**src/rtl/ifu_fetch_ctrl.sv**
```systemverilog
// ifu_fetch_ctrl: instruction fetch controller.
// Issues one instruction-memory request at a time. It looks up the BPU in the
// grant cycle and takes the predicted next PC one cycle later. Returned words go
// into a 2-entry fetch buffer toward decode. A redirect from the ALU flushes
// the buffer and steers the PC. Any response still in flight is drained and
// dropped.
//
// Ports
//   clk                       clock, all state on rising edge
//   rstn                      synchronous reset, active HIGH despite the name
//   bpu_ifu_next_pc/_predict_taken/_predict_pc   BPU result, cycle after lookup
//   alu_ifu_redirect/_redirect_pc                redirect pulse and target
//   imem_ifu_gnt/_rvalid/_rdata                  instruction memory handshake
//   idu_ifu_ready             decode accepts the buffer head
//   ifu_bpu_pc_valid/_pc      BTB lookup strobe and PC
//   ifu_bpu_hit_vld           a prediction was consumed by a returned fetch
//   ifu_imem_req/_addr        fetch request, word aligned
//   ifu_idu_*                 buffer head toward decode
//
// state | meaning
// ------+-------------------------------------------------------------
// REQ   | request asserted, waiting for grant
// WAIT  | one request outstanding, waiting for rvalid
// STALL | buffer full, no request until decode frees an entry
// DRAIN | redirected while outstanding; drop the response when it comes
module ifu_fetch_ctrl #(
    parameter logic [63:0] RESET_PC   = 64'h0000_0000_8000_0000,
    parameter int          FIFO_DEPTH = 2
) (
    input  logic        clk,
    input  logic        rstn,
    input  logic [63:0] bpu_ifu_next_pc,
    input  logic        bpu_ifu_predict_taken,
    input  logic [63:0] bpu_ifu_predict_pc,
    input  logic        alu_ifu_redirect,
    input  logic [63:0] alu_ifu_redirect_pc,
    input  logic        imem_ifu_gnt,
    input  logic        imem_ifu_rvalid,
    input  logic [31:0] imem_ifu_rdata,
    input  logic        idu_ifu_ready,
    output logic        ifu_bpu_pc_valid,
    output logic [63:0] ifu_bpu_pc,
    output logic        ifu_bpu_hit_vld,
    output logic        ifu_imem_req,
    output logic [63:0] ifu_imem_addr,
    output logic        ifu_idu_valid,
    output logic [63:0] ifu_idu_pc,
    output logic [31:0] ifu_idu_inst,
    output logic        ifu_idu_predict_taken,
    output logic [63:0] ifu_idu_predict_pc
);

    localparam logic [1:0] S_REQ   = 2'd0;
    localparam logic [1:0] S_WAIT  = 2'd1;
    localparam logic [1:0] S_STALL = 2'd2;
    localparam logic [1:0] S_DRAIN = 2'd3;

    localparam logic [1:0] FIFO_FULL = 2'(FIFO_DEPTH);

    logic [1:0]  state_q, state_d;
    logic [63:0] pc_q;
    logic [63:0] fetch_pc_q;
    logic        capture_q;
    logic        side_taken_q;
    logic [63:0] side_ppc_q;

    logic [63:0] fifo_pc    [2];
    logic [31:0] fifo_inst  [2];
    logic        fifo_taken [2];
    logic [63:0] fifo_ppc   [2];
    logic        wr_ptr_q, rd_ptr_q;
    logic [1:0]  count_q, count_after;

    logic run;
    logic grant;
    logic push;
    logic pop;
    logic push_taken;
    logic [63:0] push_ppc;

    assign run   = ~rstn;
    assign grant = (state_q == S_REQ) & imem_ifu_gnt;
    // A redirect in the response cycle kills the response outright.
    assign push  = (state_q == S_WAIT) & imem_ifu_rvalid & ~alu_ifu_redirect;

    // When rvalid lands in the capture cycle the side register is not loaded
    // yet, so the prediction comes straight from the BPU inputs.
    assign push_taken = capture_q ? bpu_ifu_predict_taken : side_taken_q;
    assign push_ppc   = capture_q ? bpu_ifu_predict_pc    : side_ppc_q;

    assign ifu_imem_req     = run & (state_q == S_REQ);
    assign ifu_imem_addr    = {pc_q[63:2], 2'b00};
    assign ifu_bpu_pc_valid = run & grant;
    assign ifu_bpu_pc       = pc_q;
    assign ifu_bpu_hit_vld  = run & push;

    assign ifu_idu_valid         = run & (count_q != 2'd0) & ~alu_ifu_redirect;
    assign ifu_idu_pc            = fifo_pc[rd_ptr_q];
    assign ifu_idu_inst          = fifo_inst[rd_ptr_q];
    assign ifu_idu_predict_taken = fifo_taken[rd_ptr_q];
    assign ifu_idu_predict_pc    = fifo_ppc[rd_ptr_q];

    assign pop         = ifu_idu_valid & idu_ifu_ready;
    assign count_after = count_q + {1'b0, push} - {1'b0, pop};

    always_comb begin
        state_d = state_q;
        case (state_q)
            S_REQ: begin
                if (grant)
                    state_d = alu_ifu_redirect ? S_DRAIN : S_WAIT;
            end
            S_WAIT: begin
                if (alu_ifu_redirect)
                    state_d = imem_ifu_rvalid ? S_REQ : S_DRAIN;
                else if (imem_ifu_rvalid)
                    state_d = (count_after < FIFO_FULL) ? S_REQ : S_STALL;
            end
            S_STALL: begin
                if (alu_ifu_redirect || (count_after < FIFO_FULL))
                    state_d = S_REQ;
            end
            S_DRAIN: begin
                if (imem_ifu_rvalid)
                    state_d = S_REQ;
            end
            default: state_d = S_REQ;
        endcase
    end

    always_ff @(posedge clk) begin
        if (rstn) begin
            state_q   <= S_REQ;
            pc_q      <= RESET_PC;
            capture_q <= 1'b0;
            count_q   <= 2'd0;
            wr_ptr_q  <= 1'b0;
            rd_ptr_q  <= 1'b0;
        end else begin
            state_q <= state_d;
            // A lookup killed by a redirect in its grant cycle must not later
            // overwrite the redirect PC with a stale prediction.
            capture_q <= grant & ~alu_ifu_redirect;
            if (alu_ifu_redirect)
                pc_q <= alu_ifu_redirect_pc & ~64'd3;
            else if (capture_q)
                pc_q <= bpu_ifu_next_pc;

            if (alu_ifu_redirect) begin
                count_q  <= 2'd0;
                wr_ptr_q <= 1'b0;
                rd_ptr_q <= 1'b0;
            end else begin
                count_q <= count_after;
                if (push)
                    wr_ptr_q <= ~wr_ptr_q;
                if (pop)
                    rd_ptr_q <= ~rd_ptr_q;
            end
        end
    end

    // Datapath registers carry no reset; every use is qualified by state or count.
    always_ff @(posedge clk) begin
        if (grant)
            fetch_pc_q <= pc_q;
        if (capture_q) begin
            side_taken_q <= bpu_ifu_predict_taken;
            side_ppc_q   <= bpu_ifu_predict_pc;
        end
        if (push && !rstn) begin
            fifo_pc[wr_ptr_q]    <= fetch_pc_q;
            fifo_inst[wr_ptr_q]  <= imem_ifu_rdata;
            fifo_taken[wr_ptr_q] <= push_taken;
            fifo_ppc[wr_ptr_q]   <= push_ppc;
        end
    end

endmodule

```
**config.mk**
```make
export PLATFORM = sky130hd
export DESIGN_NAME = ifu_fetch_ctrl
export DESIGN_NICKNAME = d
export VERILOG_FILES = /design/src/rtl/ifu_fetch_ctrl.sv
export SDC_FILE = /design/constraint.sdc
export NUM_CORES = 1
export LEC_CHECK = 0
export CORE_MARGIN = 1.5
export CORE_UTILIZATION = 47
export DETAILED_ROUTE_END_ITERATION = 10
export PLACE_DENSITY = 0.78
export SLEW_MARGIN = 0
export SYNTH_ARGS = -nofsm -noshare
export SYNTH_HDL_FRONTEND = slang
export SYNTH_SLANG_ARGS = --single-unit
```
**constraint.sdc**
```tcl
create_clock -name clk -period 22.1 [get_ports clk]
set_input_delay 6.63 -clock clk [delete_from_list [all_inputs] [get_ports clk]]
set_output_delay 6.63 -clock clk [all_outputs]
set_load 0.1 [all_outputs]
```
==> Word level (Yosys, flattened, before mapping) <==
Memories as Yosys holds them, arrays and structs flattened. A register that Yosys moved wholly into a read port is not among the register bits.
Cells that the tools add are included.
{ "word_totals": {"reg_bits": 200, "mem_bits_rw": 322, "out_inout_bits": 293, "elab_cells": 69, "memories": 4} }
{ "memory_table": {"columns": ["memory", "words", "width", "rd", "rd_clocked_by_memory_dff", "wr", "line", "rtl"], "rows": [
  ["fifo_pc", 2, 64, 1, 1, 1, "67", "logic [63:0] fifo_pc [2];"],
  ["fifo_ppc", 2, 64, 1, 1, 1, "70", "logic [63:0] fifo_ppc [2];"],
  ["fifo_inst", 2, 32, 1, 1, 1, "68", "logic [31:0] fifo_inst [2];"],
  ["fifo_taken", 2, 1, 1, 1, 1, "69", "logic fifo_taken [2];"]
]} }
{ "classes": {"addsub": 2, "order_cmp": 1, "n_eq_ne": 7, "n_mux": 23, "bitwise": 14, "n_reduce_logical": 8} }
{ "ops": {"columns": ["cell", "n"], "rows": [
  ["$mux 64", 3],
  ["$mux 2", 8],
  ["$mux 1", 11],
  ["$and 1x1->1", 10],
  ["$pmux 2 s4", 1],
  ["$ne 2x2->1 const B", 3],
  ["$eq 2x2->1 const B", 2],
  ["$not 1->1", 4],
  ["$reduce_and 4->1", 1],
  ["$reduce_bool 2->1", 2],
  ["$ne 3x3->1 const B", 1],
  ["$add 2x1->2", 1],
  ["$eq 2x1->1 const B", 1],
  ["$logic_not 2->1", 1],
  ["$lt 2x2->1 const B", 1],
  ["$reduce_or 2->1", 1],
  ["$sub 2x1->2", 1],
  ["$logic_and 1x1->1", 1],
  ["$logic_not 1->1", 1],
  ["$logic_or 1x1->1", 1]
]} }

==> Depth between registers and ports, before layout <==
{ "depth": {"depth_word": 10, "depth_mapped": 9, "depth_no_buf": 8} }

==> Least setup slack after synthesis <==
Ideal clock, no wire load.
{ "synth_timing": {"kind": "input -> register", "startpoint": "input port alu_ifu_redirect", "endpoint": "memory fifo_inst[0][0], enable pin", "setup_time_ns": 0.879, "arrival_ns": 17.882, "setup_slack_ns": 3.339, "stages": 2, "path_buffers": 0, "path_cell_list": "or2_2 nor3_1"} }
{ "synth_via": {"elab_chain_cells": 5} }
{ "synth_lines": {"columns": ["item", "line", "rtl"], "rows": [
  ["from (decl)", "35", "input logic alu_ifu_redirect,"],
  ["$not 1->1", "84", "assign push = (state_q == S_WAIT) & imem_ifu_rvalid & ~alu_ifu_redirect;"],
  ["$and 1x1->1", "84", null],
  ["$logic_and 1x1->1", "171", "if (push && !rstn) begin"],
  ["$mux 1", "171", null],
  ["$mux 1 (not written as such)", "173", "fifo_inst[wr_ptr_q] <= imem_ifu_rdata;"],
  ["to (decl)", "68", null]
]} }
No other way between the ends.

==> Worst setup path in the final report <==
{ "layout_timing": {"startpoint": "input port rstn", "endpoint": "output port ifu_bpu_hit_vld"} }
{ "layout_via": {"elab_chain_cells": 2} }
{ "layout_lines": {"columns": ["item", "line", "rtl"], "rows": [
  ["from (decl)", "31", "input logic rstn,"],
  ["$not 1->1", "81", "assign run = ~rstn;"],
  ["$and 1x1->1", "95", "assign ifu_bpu_hit_vld = run & push;"],
  ["to (decl)", "43", "output logic ifu_bpu_hit_vld,"]
]} }
No other way between the ends.

==> flow_summary.html <==
<table>
<tr><th>Metric</th><th>Value</th></tr>
<tr><th colspan="2">Critical path</th></tr>
<tr><td>Cell count of the worst reg-to-reg path</td><td>4</td></tr>
<tr><td>Required time worst endpoint</td><td>roughly 15 ns</td></tr>
<tr><td>Origin of the critical flop-to-flop path</td><td>state_q[0]</td></tr>
<tr><td>Maximum fanout count along the critical path</td><td>67</td></tr>
<tr><td>Crit path DAT</td><td>approximately 9.0 ns</td></tr>
<tr><td>Startpoint of the most critical setup path</td><td>rstn</td></tr>
<tr><td>Type of destination of the critical path</td><td>primary output</td></tr>
<tr><td>WS Path Type</td><td>in -&gt; out</td></tr>
<tr><td>FF-to-FF End</td><td>fifo_inst[1][17]</td></tr>
<tr><td>Worst setup slack for register-to-register paths</td><td>19.34 ns</td></tr>
<tr><td>Kind of launch point of the worst setup path</td><td>primary input</td></tr>
<tr><th colspan="2">Cells and area</th></tr>
<tr><td>Commonest non-fill, non-tap cells in the layout</td><td>sky130_fd_sc_hd__clkdlybuf4s50_1 (517), sky130_fd_sc_hd__edfxtp_1 (386), sky130_fd_sc_hd__mux2_2 (238)</td></tr>
<tr><td>Area occupied by multi-input gates</td><td>about 0.0043 mm^2</td></tr>
<tr><td>Layout cells sized above 1</td><td>20.40%</td></tr>
<tr><td>Final std cells w/o fill</td><td>around 2,100</td></tr>
<tr><td>Number of antenna diodes</td><td>0</td></tr>
<tr><td>Filler instances</td><td>roughly 2,900</td></tr>
<tr><td>Net count, final</td><td>1,794</td></tr>
<tr><td>Layout Area Growth over Synthesis</td><td>35.10%</td></tr>
<tr><td>Most common library cell in the layout ignoring fill and taps</td><td>sky130_fd_sc_hd__clkdlybuf4s50_1</td></tr>
<tr><td>Final Instance Area</td><td>between 0.02 and 0.03 mm^2</td></tr>
<tr><td>End-of-flow core utilization</td><td>between 60% and 70%</td></tr>
<tr><td>Storage cell area</td><td>about 0.014 mm^2</td></tr>
<tr><th colspan="2">Drt</th></tr>
<tr><td>Antenna-violating nets left</td><td>0</td></tr>
<tr><td>First-pass iteration count of the detailed router</td><td>4</td></tr>
<tr><td>Starting DRT DRC Count</td><td>508</td></tr>
<tr><td>Vias/cell</td><td>~5.0</td></tr>
<tr><td>Post-route DRC</td><td>0</td></tr>
<tr><td>Routed wirelength normalized by instance count</td><td>20.90 um</td></tr>
<tr><td>Detailed-route wire length</td><td>roughly 45,000 um</td></tr>
<tr><td>Detailed-route via count</td><td>10,620</td></tr>
<tr><th colspan="2">Timing</th></tr>
<tr><td>Clock tree skew after final layout</td><td>between 0.02 and 0.03 ns</td></tr>
<tr><td>Worst slew margin relative to its limit</td><td>between 20 and 25%</td></tr>
<tr><td>Number of max-slew violations in the final report</td><td>0</td></tr>
<tr><td>Setup repair after global routing missed its margin</td><td>no</td></tr>
<tr><td>Maximum clock frequency</td><td>roughly 0.064 GHz</td></tr>
<tr><td>Total of endpoints with negative setup slack in the final report</td><td>0</td></tr>
<tr><td>Period utilisation layout</td><td>between 70 and 80%</td></tr>
<tr><td>Shortest period the worst path allows</td><td>roughly 16 ns</td></tr>
<tr><td>Slew at the pin with the worst max-slew slack</td><td>approximately 1.2 ns</td></tr>
<tr><td>Number of failing hold endpoints at the final stage</td><td>0</td></tr>
<tr><td>Fin Hold WS</td><td>around 0.43 ns</td></tr>
<tr><td>Post-Route Setup TNS</td><td>0 ns</td></tr>
<tr><th colspan="2">Hold path</th></tr>
<tr><td>Cell depth of the worst hold path</td><td>0</td></tr>
<tr><td>Hold_sp</td><td>fetch_pc_q[3]</td></tr>
<tr><td>Class of the tightest hold or removal check</td><td>reg -&gt; reg</td></tr>
<tr><td>Min-Delay Endpoint</td><td>fifo_pc[0][3]</td></tr>
<tr><th colspan="2">Place</th></tr>
<tr><td>Number of port buffers</td><td>between 500 and 600</td></tr>
<tr><td>Detail Placement HPWL</td><td>slightly below 30,000 um</td></tr>
<tr><td>Cells after DPL</td><td>approximately 2,000</td></tr>
<tr><td>Area of placed instances</td><td>0.02463 mm^2</td></tr>
<tr><td>Final RePlAce weighted congestion</td><td>0.8072</td></tr>
<tr><th colspan="2">Clock tree</th></tr>
<tr><td>Number of instances resized during post-cts repair</td><td>0</td></tr>
<tr><td>Number of buffers inserted by hold repair at cts</td><td>0</td></tr>
<tr><td>Clock slew at the register clock pins of the worst setup and hold paths</td><td>~0.060 ns</td></tr>
<tr><td>Clock Sink Count</td><td>around 520</td></tr>
<tr><td>Number of buffers inserted during clock tree synthesis</td><td>between 50 and 60</td></tr>
<tr><td>Latest clock arrival within the worst-skew pair</td><td>slightly below 0.6 ns</td></tr>
<tr><td>Clock root cell</td><td>sky130_fd_sc_hd__clkbuf_16</td></tr>
<tr><td>Number of levels the H-tree was split into</td><td>2</td></tr>
<tr><td>CTS tree</td><td>built</td></tr>
<tr><td>CTS max path bufs</td><td>3</td></tr>
<tr><td>Setup fix buffers added after clock tree synthesis</td><td>0</td></tr>
<tr><th colspan="2">Pwr</th></tr>
<tr><td>Largest voltage drop on the vdd net</td><td>between 0.06 and 0.07 mV</td></tr>
<tr><td>Cell leakage power</td><td>~9.3 nW</td></tr>
<tr><td>PD cells</td><td>around 90 mW/mm^2</td></tr>
<tr><td>Switching share of total power</td><td>approximately 25%</td></tr>
<tr><td>Part of the power in registers</td><td>approximately half</td></tr>
<tr><td>Combinational Power Share</td><td>approximately 14%</td></tr>
<tr><td>Internal power consumption</td><td>about 0.0017 W</td></tr>
<tr><td>Clock power frac</td><td>36.6%</td></tr>
<tr><td>Net Sw Power</td><td>roughly 0.00058 W</td></tr>
<tr><th colspan="2">Global routing</th></tr>
<tr><td>First-pass GRT wire length</td><td>between 60,000 and 70,000 um</td></tr>
<tr><td>Number of global-route vias before repair</td><td>~11,000</td></tr>
<tr><td>Total GRT Usage</td><td>a little over 20%</td></tr>
<tr><td>Total congestion overflow after global routing</td><td>0</td></tr>
<tr><td>Number of antenna violations at the first check in global routing</td><td>1</td></tr>
<tr><td>Pin count of the biggest net entering global routing</td><td>approximately 160</td></tr>
<tr><th colspan="2">Job</th></tr>
<tr><td>Reported max-cap violation count</td><td>0</td></tr>
<tr><th colspan="2">Die</th></tr>
<tr><td>Top-Level Pins</td><td>around 520</td></tr>
<tr><td>Std-Cell Rows</td><td>74</td></tr>
<tr><td>Die Wd</td><td>slightly above 200 um</td></tr>
<tr><td>Die outline height</td><td>just over 200 um</td></tr>
<tr><td>Initial Utilization</td><td>around 48%</td></tr>
<tr><td>Area inside the core boundary</td><td>between 0.04 and 0.05 mm^2</td></tr>
<tr><td>Overall die area</td><td>between 0.04 and 0.05 mm^2</td></tr>
<tr><th colspan="2">Logic synthesis</th></tr>
<tr><td>Sequential-to-total area share from yosys stat</td><td>between 70% and 80%</td></tr>
<tr><td>Mean instance size in the synthesized netlist</td><td>between 15 and 20 um^2</td></tr>
<tr><td>Area share of the leading cell type in the synthesized netlist</td><td>59.56%</td></tr>
<tr><td>Top cells by area, synth</td><td>sky130_fd_sc_hd__edfxtp_1 (60%), sky130_fd_sc_hd__dfxtp_1 (14%), sky130_fd_sc_hd__mux2_2 (14%)</td></tr>
<tr><td>Post-synthesis cell count</td><td>around 1,100</td></tr>
<tr><td>Number of warning messages in the yosys log</td><td>0</td></tr>
<tr><td>Cell type with the largest total area after synthesis</td><td>sky130_fd_sc_hd__edfxtp_1</td></tr>
<tr><td>Mapped cell area</td><td>0.01946 mm^2</td></tr>
<tr><td>Total of flip-flops plus latches after synthesis</td><td>523</td></tr>
<tr><td>Unique cell type count in the Yosys netlist</td><td>26</td></tr>
<tr><th colspan="2">Status</th></tr>
<tr><td>Result of the run</td><td>finished, final reports clean</td></tr>
</table>
==> worst max path at each step <==
stage          slack, ns  cells after the start               to
2_1_floorplan       3.34                      2  fifo_inst[0][0]
3_3_place_gp        6.51                      5  ifu_bpu_hit_vld
3_5_place_dp        6.48                      5  ifu_bpu_hit_vld
4_1_cts             6.48                      5  ifu_bpu_hit_vld
5_1_grt             6.37                      5  ifu_bpu_hit_vld
6_report            6.49                      5  ifu_bpu_hit_vld
==> synthesized netlist by cell type <==
cell type / n
sky130_fd_sc_hd__inv_1: 3
sky130_fd_sc_hd__edfxtp_1: 386
sky130_fd_sc_hd__buf_2: 18
sky130_fd_sc_hd__o21ba_2: 1
sky130_fd_sc_hd__and2_1: 1
sky130_fd_sc_hd__nor3_1: 2
sky130_fd_sc_hd__o32ai_1: 1
sky130_fd_sc_hd__a2bb2oi_1: 1
sky130_fd_sc_hd__ha_1: 2
sky130_fd_sc_hd__nand2_1: 1
sky130_fd_sc_hd__xor2_1: 3
sky130_fd_sc_hd__buf_4: 80
sky130_fd_sc_hd__nand3b_1: 1
sky130_fd_sc_hd__o21ai_0: 1
sky130_fd_sc_hd__mux2_2: 238
sky130_fd_sc_hd__nor2_1: 76
sky130_fd_sc_hd__conb_1: 1
sky130_fd_sc_hd__or2_2: 2
sky130_fd_sc_hd__nand2b_1: 2
sky130_fd_sc_hd__xnor2_1: 1
sky130_fd_sc_hd__mux2_1: 50
sky130_fd_sc_hd__buf_6: 6
sky130_fd_sc_hd__clkbuf_1: 7
sky130_fd_sc_hd__mux2i_1: 65
sky130_fd_sc_hd__a21oi_1: 1
sky130_fd_sc_hd__dfxtp_1: 137
==> sequential cells by signal, indices dropped and copies added, names as in the netlist, named ones only <==
register and cells:
fetch_pc_q 64, fifo_pc 128, fifo_inst 64, ifu_bpu_pc 64, state_q 2, count_q 2, fifo_taken 2, wr_ptr_q 1
capture_q 1, rd_ptr_q 1, side_ppc_q 64, fifo_ppc 128, side_taken_q 1
==> final cells by class <==
type / count / share of cell area (%)
clock inverter: 16 / 0.5139
clock buffer: 82 / 5.810
timing repair buffer: 528 / 20.03
inverter: 3 / 0.04759
tap: 532 / 2.532
sequential: 523 / 54.54
multi-input combinational: 451 / 16.52
==> per-layer routing <==
metal / track usage, % / part of all wire (%) / vias to the layer above
li1: - / - / 4939
met1: 23.46 / 38 / 5254
met2: 35.26 / 52 / 342
met3: 5.093 / 6.6 / 81
met4: 8.023 / 2.9 / 0
met5: 0 / 0 / -
==> worst max-delay path, stage by stage <==
cell and delay, ns:
sky130_fd_sc_hd__buf_2 0.09, sky130_fd_sc_hd__buf_4 0.35, sky130_fd_sc_hd__or2_2 0.51, sky130_fd_sc_hd__nor2_1 0.21
sky130_fd_sc_hd__clkdlybuf4s50_1 1.17
==> power by group through the flow <==
stage / combinational [W] / sequential (W) / clock [W]
floorplan: 0.000175 / 0.00122 / 0
global placement: 0.000306 / 0.00117 / 0
detailed placement: 0.000314 / 0.00118 / 0
CTS: 0.000315 / 0.00116 / 0.000871
global route: 0.000326 / 0.00116 / 0.000908
finish: 0.000314 / 0.00116 / 0.000848
==> through the flow <==
stage               power [W]  worst slack, ns
global placement     0.001477            6.513
CTS                  0.002343            6.477
floorplan            0.001395            3.339
global route         0.002395            6.370
finish               0.002318            6.492
detailed placement   0.001490            6.482
==> kinds of logic (layout without fill, tap and decap cells) <==
group	Yosys count	after routing	synth area share, %
AO/OA/AOI/OAI	5	5	0.1928
AND/OR/NAND/NOR	85	85	1.736
multiplexers	353	353	20.01
flip-flops	523	523	73.65
XOR/XNOR	4	4	0.1800
buffers and inverters	114	629	4.089
other	1	2	0.01927
adder cells (fa/ha/maj)	2	2	0.1286
No activity file was read; power rests on OpenSTA's default activity.
